--- config.mk ---
export PLATFORM = sky130hd
export DESIGN_NAME = result_bcd
export DESIGN_NICKNAME = d
export VERILOG_FILES = /design/src/rtl/result_pkg.sv /design/src/rtl/bcd_digit_adj.sv /design/src/rtl/result_bcd.sv
export SDC_FILE = /design/constraint.sdc
export NUM_CORES = 1
export LEC_CHECK = 0
export ABC_AREA = 1
export CORE_UTILIZATION = 55
export DETAILED_ROUTE_END_ITERATION = 12
export PLACE_DENSITY = 0.83
export SYNTH_ARGS = -nofsm -noshare
export SYNTH_HDL_FRONTEND = slang
export SYNTH_HIERARCHICAL = 1
export SYNTH_SLANG_ARGS = --single-unit
--- constraint.sdc ---
create_clock -name clk -period 2.2 [get_ports clk]
set_input_delay 0.44 -clock clk [delete_from_list [all_inputs] [get_ports clk]]
set_output_delay 0.44 -clock clk [all_outputs]
set_load 0.005 [all_outputs]
--- src/rtl/result_pkg.sv ---
// Shared types for the binary-to-BCD result converter: FSM states, BCD digit and blank code.
package result_pkg;

  typedef enum logic [1:0] {
    IDLE  = 2'd0,
    SHIFT = 2'd1,
    DONE  = 2'd2
  } state_t;

  typedef logic [3:0] bcd_digit_t;

  localparam bcd_digit_t BLANK_CODE = 4'hF;

endpackage

--- src/rtl/bcd_digit_adj.sv ---
// Double-dabble digit correction: add 3 to any BCD digit of 5 or more before the shift.
module bcd_digit_adj
  import result_pkg::*;
(
  input  bcd_digit_t digit_i,
  output bcd_digit_t digit_o
);

  always_comb begin
    digit_o = digit_i;
    if (digit_i >= 4'd5) begin
      digit_o = digit_i + 4'd3;
    end
  end

endmodule

--- src/rtl/result_bcd.sv ---
// Sequential double-dabble converter from the ALU result to packed BCD for the display.
// Optional feature: define RESULT_BCD_BLANK_EN to blank leading zero digits with 4'hF.
module result_bcd
  import result_pkg::*;
#(
  parameter int unsigned WIDTH  = 12,
  parameter int unsigned DIGITS = 4
) (
  input  logic                  clk,
  input  logic                  rst,
  input  logic                  in_valid,
  output logic                  in_ready,
  input  logic [WIDTH-1:0]      in_data,
  output logic                  out_valid,
  input  logic                  out_ready,
  output logic [4*DIGITS-1:0]   out_bcd
);

  localparam int unsigned CNT_W = $clog2(WIDTH + 1);

  if (64'd10 ** DIGITS < (64'd1 << WIDTH)) begin : g_range_err
    $error("result_bcd: DIGITS cannot represent every WIDTH-bit value");
  end

  state_t              state_q;
  logic [WIDTH-1:0]    bin_q, bin_d;
  logic [4*DIGITS-1:0] acc_q, acc_d;
  logic [4*DIGITS-1:0] adj;
  logic [4*DIGITS-1:0] disp_d;
  logic [4*DIGITS-1:0] out_q;
  logic [CNT_W-1:0]    cnt_q;
  logic                in_ready_q;
  logic                out_valid_q;

  for (genvar g = 0; g < int'(DIGITS); g++) begin : g_adj
    bcd_digit_adj u_adj (
      .digit_i (acc_q[4*g +: 4]),
      .digit_o (adj[4*g +: 4])
    );
  end

  assign {acc_d, bin_d} = {adj, bin_q} << 1;

  // Display value computed from the final iteration so it is loaded on DONE entry only.
  always_comb begin
    disp_d = acc_d;
`ifdef RESULT_BCD_BLANK_EN
    begin
      logic lead;
      lead = 1'b1;
      for (int unsigned i = DIGITS - 1; i >= 1; i--) begin
        if (lead && disp_d[4*i +: 4] == 4'd0) begin
          disp_d[4*i +: 4] = BLANK_CODE;
        end else begin
          lead = 1'b0;
        end
      end
    end
`endif
  end

  always_ff @(posedge clk or posedge rst) begin
    if (rst) begin
      state_q     <= IDLE;
      bin_q       <= '0;
      acc_q       <= '0;
      cnt_q       <= '0;
      out_q       <= '0;
      in_ready_q  <= 1'b1;
      out_valid_q <= 1'b0;
    end else begin
      case (state_q)
        IDLE: begin
          if (in_valid) begin
            bin_q      <= in_data;
            acc_q      <= '0;
            cnt_q      <= '0;
            in_ready_q <= 1'b0;
            state_q    <= SHIFT;
          end
        end
        SHIFT: begin
          acc_q <= acc_d;
          bin_q <= bin_d;
          cnt_q <= cnt_q + CNT_W'(1);
          if (cnt_q == CNT_W'(WIDTH - 1)) begin
            out_q       <= disp_d;
            out_valid_q <= 1'b1;
            state_q     <= DONE;
          end
        end
        DONE: begin
          if (out_ready) begin
            out_valid_q <= 1'b0;
            in_ready_q  <= 1'b1;
            state_q     <= IDLE;
          end
        end
        default: state_q <= IDLE;
      endcase
    end
  end

  assign in_ready  = in_ready_q;
  assign out_valid = out_valid_q;
  assign out_bcd   = out_q;

endmodule

After elaboration in Yosys (flattened, before gate mapping)
Cells that the tools add are included.

Reduce and logical (&&, ||, !) cells: 9. Mux-type cells: 20. Add/subtract/negate cells: 5. Equality and inequality tests: 6. Magnitude comparators: 4.

Operators by type and width (number): $pmux W16 S2 (1); $pmux W12 S2 (1); $ge A4 B3 Y1 const B (4); $mux W16 (1); $mux W4 (4); $add A4 B2 Y4 const B (3); $mux W12 (1); $reduce_and A3 Y1 (3); $pmux W4 S2 (1); $mux W2 (3); $ne A2 B2 Y1 const B (3); $pmux W2 S3 (1); $reduce_bool A2 Y1 (3); $add A4 B1 Y4 const B (1); $eq A4 B4 Y1 const B (1); $mux W1 (4); $pmux W1 S2 (2); $reduce_and A2 Y1 (2); $add A3 B2 Y3 const B (1); $mux W3 (1); $eq A2 B1 Y1 const B (1); $eq A2 B2 Y1 const B (1); $logic_not A2 Y1 (1).

Input bits: 16. Flip-flop bits (word level): 52.

Logic depth before layout (Yosys ltp)
Depth in word-level cells: 3. Gate-level depth with buffers: 9.

By module
Netlist, hierarchy kept.

Modules (own cells, without submodules): result_bcd (seq. area each 1302.5 µm², area each 2180.8 µm², cells each 245, times used 1); bcd_digit_adj (seq. area each 0.0 µm², area each 135.1 µm², cells each 23, times used 4).

Worst setup path before layout
No wires, ideal clock.

Path kind: register -> register. Start point: reg cnt_q[0]. End point: reg out_q[0], in the netlist out_bcd[0]. Setup slack: 971 ps. Buffers on the path: 1. Stages on the path, launching flop included: 8. Arrival: 1113 ps. Clock period less this slack: 1229 ps. Cells stage by stage: dfrtp_1 -> ha_1 -> nand2_1 -> nor2_1 -> nand2_2 -> buf_6 -> nand2_1 -> nand2_1.

Cells in the longest elaborated chain, start to end: 2.

Ends and longest elaborated chain: start, declared (RTL line result_bcd.sv:31) `logic [CNT_W-1:0] cnt_q;`; start signal, assigned (RTL line result_bcd.sv:85) `cnt_q <= cnt_q + CNT_W'(1);`; $eq A4 B4 Y1 (RTL line result_bcd.sv:86) `if (cnt_q == CNT_W'(WIDTH - 1)) begin`; $reduce_and A2 Y1 (no source line); end signal, assigned (RTL line result_bcd.sv:87) `out_q <= disp_d;`; end, declared (RTL line result_bcd.sv:30) `logic [4*DIGITS-1:0] out_q;`.

No other way between the ends. A chain may end at the register's enable or synchronous reset.

Final worst setup path
Start point: reg in_ready_q, in the netlist in_ready. End point: out in_ready.

RTL lines: start, declared (RTL line result_bcd.sv:32) `logic in_ready_q;`; start signal, assigned (RTL line result_bcd.sv:69) `in_ready_q <= 1'b1;`; start signal, assigned (RTL line result_bcd.sv:78) `in_ready_q <= 1'b0;`; start signal, assigned (RTL line result_bcd.sv:95) `in_ready_q <= 1'b1;`; end, declared (RTL line result_bcd.sv:12) `output logic in_ready,`.

No word-level cell between the ends.

==> flow_summary.json <==
{
  "drtIter0Drc": 143,
  "h-tree-depth": 2,
  "power.density_nw_per_um2": 1326,
  "fin_worst_skew_ps": 6.395,
  "cts_tree": "done",
  "synth_fp_nets": 357,
  "insertion_delay_ps": 300,
  "nNetsFinal": 389,
  "grt_setup_unrepaired": "false",
  "slew_viol_final": 0,
  "slowest_delay_ps": 540,
  "finalCritPeriodShare_pct": 80.52,
  "gp_congestion": 0.7871,
  "crit_buf_inv": 1,
  "start_kind": "flip-flop",
  "ant_nets": 0,
  "finish.utilization_pct": 66.97,
  "syn2layout_area_growth_pct": 17.36,
  "avgSynthCellArea_um2": 8.118,
  "start_util_pct": 57.06,
  "power_leakage_nw": 1.570,
  "p_int_mw": 2.421,
  "dr.pass1.iters": 4,
  "switching_power_mw": 1.773,
  "p_sw_share_pct": 42.27,
  "antenna_found_initial": 0,
  "finalCriticalPeriod_ps": 1771,
  "setup_viol": 0,
  "share_comb_of_total_power_pct": 47.2,
  "routed_wl_um": 5184,
  "cp_max_fo": 2,
  "worstPathRequired_ps": 1760,
  "fp-row-count": 25,
  "io_buffers": 33,
  "die_area_um2": 5184,
  "clock-sinks": 52,
  "relSlewSlack_pct": 47.89,
  "overflow": 0,
  "die_y_um": 72,
  "worstSetupEndpointType": "primary output",
  "dieWidth_um": 72,
  "dp_hpwl_um": 3524,
  "yosys_warnings": 6,
  "ir_drop_uv": 760.5,
  "hold_violations": 0,
  "tightest_slew_ps": 778.8,
  "clk_path_buf_depth": 2,
  "postCtsSetupRepairBufs": 0,
  "drive_gt1_share_pct": 11.78,
  "viasPerCell": 5.111,
  "r2r-start": "cnt_q[0]$_DFFE_PP0P_",
  "arrival_ps": 1330,
  "core_um2": 4723,
  "grt_pass1_wl_um": 9204,
  "holdBufCountCts": 0,
  "n_antenna_cell": 0,
  "status": "finished, final reports clean",
  "clkTransAtPathRegs_ps": 90,
  "cap_violations": 0,
  "wire_per_inst_um": 12.00,
  "crit_chain": "clkdlybuf4s50_1",
  "holdCritPathClass": "input port to async pin",
  "grt_pass1_vias": 2073,
  "cts_buffers": 5,
  "cts_resized": 0,
  "criticalPathCategory": "flip-flop to primary output",
  "drc": 0,
  "critPathLaunch": "in_ready$_DFFE_PP1P_",
  "seqPwrFrac_pct": 39.5,
  "grt_start_max_net_pins": 38,
  "pin_count": 34,
  "cp_slowest_cell": "dfstp_2",
  "critPathTopFamily": "flip-flops",
  "max_freq_mhz": 564.5,
  "syn-cell-area_um2": 2695,
  "p_clk_share_pct": 13.3,
  "grt.total_usage_pct": 22.60,
  "synth_cells": 332,
  "root_buffer": "clkbuf_8",
  "num_vias": 2208,
  "tns_ps": 0
}
## routing by layer
layer	share of wire, %	up-vias	wire length, um	GRT usage, %
met5	0	-	0	0
met4	0.56	0	29	8.497
li1	-	1124	-	-
met3	4.7	2	246	3.194
met1	46	1024	2401	30.78
met2	48	58	2505	37.11
## final timing paths
kind / slack [ps] / to / cells past startpoint
setup reg to reg: 730 / out_bcd[15]$_DFFE_PP0P_ / 6
max in group asynchronous: 1320 / acc_q[15]$_DFFE_PP0P_ / 3
hold / removal: 380 / out_bcd[3]$_DFFE_PP0P_ / 2
min in group clk: 470 / in_ready$_DFFE_PP1P_ / 2
setup / recovery: 430 / in_ready / 1
hold reg to reg: 470 / in_ready$_DFFE_PP1P_ / 2
## state kept, by name (all words and copies together), names as in the netlist
name	cells
in_ready	1
cnt_q	4
acc_q	16
state_q	2
out_valid	1
bin_q	12
out_bcd	16
## power by group through the flow
stage	Sequential, mW	Combinational [mW]	Clock, mW
after CTS	1.65	2.00	0.573
after detailed placement	1.66	1.99	0
after global routing	1.71	2.26	0.599
after floorplan	1.61	1.49	0
after global placement	1.66	1.91	0
final	1.66	1.98	0.560
## layout by cell type, fill, tap and decap left out
cell,instances
inv_2,7
dfrtp_1,51
o21ai_0,10
ha_1,9
xnor2_1,1
buf_4,4
nor2_1,15
a21oi_2,3
dfstp_2,1
buf_12,1
nand4_1,1
nand2_4,1
inv_1,14
clkdlybuf4s50_1,33
nand2_1,126
o31ai_1,1
nor2_4,9
nand2_2,5
clkinv_2,2
clkbuf_8,6
nand3_1,61
o21ai_2,4
## stage by stage
step / setup WS (ps) / hold WS (ps) / power (mW) / cells / cell area (um2)
final: 428.6 / 379.8 / 4.194 / 432 / 3163
after global routing: 386.7 / 404.3 / 4.576 / 432 / 3163
after CTS: 412.5 / 378.0 / 4.229 / 432 / 3163
after detailed placement: 636.8 / 457.9 / 3.654 / 424 / 3070
after global placement: 664.9 / 454.7 / 3.570 / 424 / 3070
after floorplan: 503.8 / 451.0 / 3.107 / 332 / 2695
## final cells by class
cell class                 instances  area [um2]
fill                             407        1560
inverter                          21       78.83
timing repair buffer              38       380.4
tap                               67       83.83
sequential                        52        1303
clock buffer                       6       82.58
multi-input combinational        246        1225
clock inverter                     2       10.01
Power figures use the tool's default switching activity.
